### src/rtl/mem_access_unit.sv
// MEM-stage dcache access controller: request hold, stall, halt latch, watchdog.
// Define MEMACC_LLSC_EN to add the ll_in/sc_in ports and the LL/SC link register.
module mem_access_unit #(
  parameter int MAX_WAIT = 255
) (
  input  logic        CLK,
  input  logic        nRST,
  input  logic        valid_in,
  input  logic        mem_read,
  input  logic        mem_write,
  input  logic        halt_in,
  input  logic [31:0] alu_out,
  input  logic [31:0] store_data,
  input  logic        dhit,
  input  logic [31:0] dmemload,
`ifdef MEMACC_LLSC_EN
  input  logic        ll_in,
  input  logic        sc_in,
`endif
  output logic        dmemREN,
  output logic        dmemWEN,
  output logic [31:0] dmemaddr,
  output logic [31:0] dmemstore,
  output logic        mem_stall,
  output logic        memwb_writeEN,
  output logic [31:0] load_data,
  output logic        halt_out,
  output logic        wait_err
);

  typedef enum logic [1:0] {IDLE, ACCESS, DONE} state_t;

  state_t      state_q, state_d;
  logic [31:0] addr_q, addr_d;
  logic [31:0] data_q, data_d;
  logic [31:0] load_q, load_d;
  logic        rd_q, rd_d;
  logic        wr_q, wr_d;
  logic [7:0]  cnt_q, cnt_d;
  logic        halt_q, halt_d;
  logic        werr_q, werr_d;
  logic        req;
`ifdef MEMACC_LLSC_EN
  logic        ll_q, ll_d;
  logic        sc_q, sc_d;
  logic        lv_q, lv_d;
  logic [31:0] la_q, la_d;
  logic        sc_ok;
`endif

  always_comb begin
    state_d       = state_q;
    addr_d        = addr_q;
    data_d        = data_q;
    load_d        = load_q;
    rd_d          = rd_q;
    wr_d          = wr_q;
    cnt_d         = cnt_q;
    halt_d        = halt_q;
    werr_d        = werr_q;
    dmemREN       = 1'b0;
    dmemWEN       = 1'b0;
    dmemaddr      = '0;
    dmemstore     = '0;
    mem_stall     = 1'b0;
    memwb_writeEN = 1'b0;
    load_data     = '0;
    req = valid_in & (mem_read | mem_write) & ~halt_q;
`ifdef MEMACC_LLSC_EN
    ll_d  = ll_q;
    sc_d  = sc_q;
    lv_d  = lv_q;
    la_d  = la_q;
    sc_ok = lv_q & (la_q == alu_out);
`endif
    unique case (state_q)
      IDLE: begin
        if (req) begin
          mem_stall = 1'b1;
          addr_d    = alu_out;
          data_d    = store_data;
          rd_d      = mem_read & ~mem_write;
          wr_d      = mem_write;
          cnt_d     = '0;
          load_d    = '0;
          state_d   = ACCESS;
`ifdef MEMACC_LLSC_EN
          ll_d = ll_in & mem_read & ~mem_write;
          sc_d = sc_in & mem_write;
          // A failed SC never reaches the cache and reports 0.
          if (sc_in && mem_write && !sc_ok) begin
            rd_d    = 1'b0;
            wr_d    = 1'b0;
            state_d = DONE;
          end
`endif
        end else begin
          memwb_writeEN = 1'b1;
        end
      end
      ACCESS: begin
        dmemREN   = rd_q;
        dmemWEN   = wr_q;
        dmemaddr  = addr_q;
        dmemstore = data_q;
        mem_stall = 1'b1;
        if (dhit) begin
          load_d  = rd_q ? dmemload : '0;
          state_d = DONE;
`ifdef MEMACC_LLSC_EN
          if (wr_q && addr_q == la_q) lv_d = 1'b0;
          if (ll_q) begin
            lv_d = 1'b1;
            la_d = addr_q;
          end
          if (sc_q) begin
            load_d = 32'd1;
            lv_d   = 1'b0;
          end
`endif
        end else if (cnt_q != 8'hFF) begin
          cnt_d = cnt_q + 8'd1;
        end
        if (cnt_d >= 8'(MAX_WAIT)) werr_d = 1'b1;
      end
      DONE: begin
        memwb_writeEN = 1'b1;
        load_data     = load_q;
        state_d       = IDLE;
      end
      default: state_d = IDLE;
    endcase
    if (valid_in && halt_in && memwb_writeEN) halt_d = 1'b1;
    halt_out = halt_q;
    wait_err = werr_q;
    // Outputs read as zero for the whole time reset is held.
    if (!nRST) begin
      dmemREN       = 1'b0;
      dmemWEN       = 1'b0;
      dmemaddr      = '0;
      dmemstore     = '0;
      mem_stall     = 1'b0;
      memwb_writeEN = 1'b0;
      load_data     = '0;
      halt_out      = 1'b0;
      wait_err      = 1'b0;
    end
  end

  always_ff @(posedge CLK) begin
    if (!nRST) begin
      state_q <= IDLE;
      addr_q  <= '0;
      data_q  <= '0;
      load_q  <= '0;
      rd_q    <= 1'b0;
      wr_q    <= 1'b0;
      cnt_q   <= '0;
      halt_q  <= 1'b0;
      werr_q  <= 1'b0;
`ifdef MEMACC_LLSC_EN
      ll_q    <= 1'b0;
      sc_q    <= 1'b0;
      lv_q    <= 1'b0;
      la_q    <= '0;
`endif
    end else begin
      state_q <= state_d;
      addr_q  <= addr_d;
      data_q  <= data_d;
      load_q  <= load_d;
      rd_q    <= rd_d;
      wr_q    <= wr_d;
      cnt_q   <= cnt_d;
      halt_q  <= halt_d;
      werr_q  <= werr_d;
`ifdef MEMACC_LLSC_EN
      ll_q    <= ll_d;
      sc_q    <= sc_d;
      lv_q    <= lv_d;
      la_q    <= la_d;
`endif
    end
  end

endmodule

### config.mk
export PLATFORM = sky130hd
export DESIGN_NAME = mem_access_unit
export DESIGN_NICKNAME = d
export VERILOG_FILES = /design/src/rtl/mem_access_unit.sv
export SDC_FILE = /design/constraint.sdc
export NUM_CORES = 1
export LEC_CHECK = 0
export ABC_CLOCK_PERIOD_IN_PS = 2700
export BUFFER_PORTS_ARGS = -buffer_cell sky130_fd_sc_hd__buf_4
export CORE_MARGIN = 2
export CORE_UTILIZATION = 52
export DETAILED_ROUTE_END_ITERATION = 10
export HOLD_SLACK_MARGIN = 0.06
export PLACE_DENSITY = 0.85
export RECOVER_POWER = 25
export SYNTH_ARGS = -nofsm -noshare
export SYNTH_HDL_FRONTEND = slang
export SYNTH_SLANG_ARGS = --single-unit
### constraint.sdc
create_clock -name CLK -period 2.7 [get_ports CLK]
set_clock_uncertainty 0.05 [all_clocks]
set_input_delay 0.405 -clock CLK [delete_from_list [all_inputs] [get_ports CLK]]
set_output_delay 0.405 -clock CLK [all_outputs]
set_load 0.005 [all_outputs]
# == Yosys cells after proc, flatten, opt, wreduce, memory -nomap -nowiden ==
# Cells that the tools add are included.
# op_classes
addsub,1
magnitude_cmp,1
eq_ne,5
mux,30
bitwise_logic,6
reduce_logical,9
# op_table
operator,n
two-way mux 32 bit,9
case mux 32 bit (2 select lines),1
two-way mux 8 bit,4
case mux 8 bit (2 select lines),1
two-way mux 1 bit,10
adder 8 x 1 -> 8 bit (second input constant),1
greater-or-equal comparator 8 bit (second input constant),1
!= test 8 bit (second input constant),1
AND reduction 2 bit,4
two-way mux 2 bit,2
!= test 2 bit (second input constant),2
case mux 1 bit (2 select lines),2
case mux 2 bit (2 select lines),1
bitwise AND 1 bit,3
AND reduction 3 bit,1
== test 2 x 1 -> 1 bit (second input constant),1
== test 2 bit (second input constant),1
logical AND 1 bit,2
logical NOT 2 bit,1
inverter 1 bit,2
nonzero test 2 bit,1
bitwise OR 1 bit,1
# totals
ff_bits,110
input_bits,103
output_inout_bits,102

# == Depth between registers and ports, before layout ==
# logic_depth
ltp_word,6
depth_mapped,8

# == Least setup slack after synthesis ==
# OpenSTA, ideal clock, no wires.
# synth_timing
kind,flip-flop to flip-flop
startpoint,register cnt_q[0]
endpoint,register werr_q
t_arrival_ns,1.583
slack_ns,0.952
stages_incl_launch_ff,7
period_less_slack_ns,1.748
path_cell_list,dfxtp_1 > ha_1 > nand2_1 > a2111oi_4 > xor2_1 > nor3b_2 > a31o_1
# synth_between
elab_chain_cells,6
word_cells_on_any_way,7
classes_between,add/sub (1); order compare (1); eq/ne (1); mux (3); reduce/logical (1)
# synth_rtl
element,line_no,source
start: declaration,39,"logic [7:0] cnt_q, cnt_d;"
start signal: assignment,174,cnt_q <= cnt_d;
adder 8 x 1 -> 8 bit or != test 8 bit (tied branches),"122, 121",
two-way mux 8 bit,121,end else if (cnt_q != 8'hFF) begin
two-way mux 8 bit *,107,if (dhit) begin
two-way mux 8 bit *,76,unique case (state_q)
greater-or-equal comparator 8 bit *,124,if (cnt_d >= 8'(MAX_WAIT)) werr_d = 1'b1;
AND reduction 2 bit (no line) *,--,
end signal: assignment,176,werr_q <= werr_d;
end: declaration,41,"logic werr_q, werr_d;"
# Mark *: on every way between the ends. The rest lies on a longest branch, timed or not. The select of a mux whose other input is x is not followed.
# A chain may end at the register's enable or synchronous reset.

# == Worst setup path after layout ==
# layout_timing
startpoint,register state_q[0]
endpoint,output dmemREN
# layout_between
elab_chain_cells,3
# layout_rtl
element,line_no,source
start: declaration,33,"state_t state_q, state_d;"
start signal: assignment,168,state_q <= state_d;
== test 2 x 1 -> 1 bit,76,
two-way mux 1 bit,76,
two-way mux 1 bit,137,if (!nRST) begin
end: declaration,20,"output logic dmemREN,"
# Every way passes these cells.

==> impl_metrics.csv <==
group,metric,value,unit
status,status,"complete, no violations",
min_path,min-delay-start,"dmemload[16]",
critical_path,rr_endpoint,"data_q[8]",
min_path,holdPathEnd,"load_q[16]",
critical_path,r2r_start,"state_q[1]",
floorplan,core-area,9330,µm²
grt,antenna_found_initial,0,
sta,holdWs,0.231,ns
layout,area_growth_syn_to_layout,34.6,%
layout,finalNonFillerCells,910,
sta,fin_setup_tns,0,ns
clock_tree,cts.sinks,110,
grt,grt_pass1_vias,4559,
min_path,min_path_type,"in -> reg",
place,gp_congestion,0.877,
clock_tree,cts_tree,"done",
sta,fmax,0.428,GHz
layout,mostFrequentLayoutCells,"212 x buf_4, 171 x nand2_1, 110 x dfxtp_1",
synth,avgSynthCellArea,8.37,µm²
floorplan,floorplan.die_area,10500,µm²
route,vias,4806,
place,pre_cts_slack,0.669,ns
synth,ys_seq_area_share,43.6,%
sta,rsz0062_at_grt,"false",
min_path,hold_depth,3,
place,port_buffers,204,
sta,finalCritPeriodShare,86.5,%
sta,setup_viol,0,
clock_tree,clk_latency,0.36,ns
critical_path,setup.worst_path.end_class,"output port",
sta,relSlewSlack,60.0,%
critical_path,crit_required,2.25,ns
clock_tree,cts_max_level,3,
place,dpl.cell_count,894,
route,drt_iter0_markers,163,
grt,grt_max_degree,67,
power_and_ir_drop,leakage,3.20,nW
clock_tree,post_cts_buffers,0,
synth,synth_area,5050,µm²
critical_path,cp.arrival,1.88,ns
layout,postLayoutCoreUtil,72.9,%
power_and_ir_drop,power.density,493,nW/µm²
route,drtAntennaViolNets,0,
critical_path,r2r_setup_slack,0.45,ns
layout,final_common_cell,"buf_4",
route,wl_per_cell,14.7,µm
floorplan,std_cell_rows,35,
synth,yosys_warnings,0,
clock_tree,cts_resized,0,
clock_tree,cts-buffers-inserted,9,
synth,yosysTopAreaCell,"dfxtp_1",
layout,finish.net_count,880,
critical_path,reg2reg_depth,5,
synth,ys_top_cells_by_area,"dfxtp_1 44%, nand2_1 13%, and3_1 8.4%, a21boi_0 7.1%, a2bb2oi_1 5.5%",
synth,synth-main-ff-cell,"dfxtp_1",
critical_path,crit_fanout,11,
synth,synth_cell_types,52,
grt,grt_pass1_wl,21300,µm
layout,drive_gt1_share,30.6,%
layout,design_area,6800,µm²
grt,grt_usage,25.2,%
clock_tree,path_clk_slew,0.10,ns
clock_tree,root_buffer,"clkbuf_8",
synth,synth_edf_count,0,
floorplan,die_w,103,µm
route,drc,0,
sta,fin_crit,2.34,ns
power_and_ir_drop,total_power,3.36,mW
floorplan,chipHeight,103,µm
synth,ys_seq_elements,110,
route,drt-vias-per-instance,5.28,
route,wirelength,13400,µm
floorplan,start_util,54.2,%
clock_tree,postCtsHoldBufs,0,
layout,diodes,0,
route,dr.pass1.iters,5,
critical_path,startpoint_type,"flip-flop",
sta,tightest_slew,0.600,ns
synth,synthArstFlopShare,0,%
synth,syn_nets,708,
place,place_area,6610,µm²
place,dp_hpwl,9490,µm
critical_path,crit_type,"reg -> out",
power_and_ir_drop,vdd_drop_max,0.263,mV
sta,drv_slew,0,
flow_run,cap_violations,0,
sta,finalHoldViolCount,0,
floorplan,pin_count,205,
grt,overflow,0,
synth,synth_top_area_share,43.6,%
sta,worst_slack,0.364,ns
clock_tree,clockBufferDepth,2,
synth,synth_cells,604,
## kinds of logic (layout without fill, tap and decap cells)
logic type | count (synthesis) | after routing | share of synthesized area (%)
flops | 110 | 110 | 43.6
compound gates | 121 | 121 | 19.2
fa+ha+maj | 1 | 1 | 0.247
buf+inv | 56 | 233 | 5.37
simple gates | 310 | 310 | 30.4
xor+xnor | 3 | 3 | 0.520
mux | 3 | 3 | 0.693
## metal layers
| metal | GRT usage [%] | wire [µm] |
|---|---|---|
| met5 | 0 | 0 |
| met4 | 9.03 | 219 |
| met3 | 8.68 | 1220 |
| met2 | 42.7 | 6560 |
| met1 | 29.6 | 5350 |
## synth_stat cells, drive strengths merged, types with 2 or more instances
library cell / count
nor3: 5
clkbuf: 35
o21ai: 4
nand3: 2
nor2: 7
and3: 68
nand4: 2
xnor2: 2
and4: 2
o31ai: 2
mux2i: 2
nand2: 171
nand3b: 3
buf: 18
o21a: 2
a21boi: 68
nor2b: 5
dfxtp: 110
nand2b: 2
a2bb2oi: 32
nor3b: 3
inv: 3
a31o: 2
and2: 36
## final cells by class
cell class | count | area [µm²]
multi-input cells | 438 | 2590
fillers | 723 | 2520
flip-flops and latches | 110 | 2200
repair buffers | 214 | 1620
well taps | 129 | 161
clock buffers | 11 | 151
clock inverters | 5 | 66.3
inverters | 3 | 11.3
## critical path, stage by stage, from the launching register on
cell	delay [ns]
dfxtp_1	0.48
nor2b_4	0.36
and3_1	0.49
buf_4	0.19
## report_power, final
group	internal, mW	switching [mW]	leakage [nW]
Clock	0.490	0.557	0.108
Sequential	1.74	0.0589	0.901
Combinational	0.261	0.247	2.19
Total	2.49	0.863	3.20
## flip-flops by register name (all words and copies together) (netlist names)
| register | cells |
|---|---|
| addr_q | 32 |
| data_q | 32 |
| load_q | 32 |
| cnt_q | 8 |
| state_q | 2 |
| halt_q | 1 |
| rd_q | 1 |
| werr_q | 1 |
| wr_q | 1 |
## how the worst max path moves through the flow
| stage | start | to | slack (ns) |
|---|---|---|---|
| finish | state_q[0] | dmemREN | 0.36 |
| global route | state_q[1] | data_q[20] | 0.20 |
| CTS | state_q[0] | dmemREN | 0.33 |
| detailed placement | state_q[0] | load_q[2] | 0.67 |
| global placement | valid_in | load_q[16] | 0.76 |
| floorplan | cnt_q[0] | werr_q | 0.95 |
(Power assumes the default switching activity.)
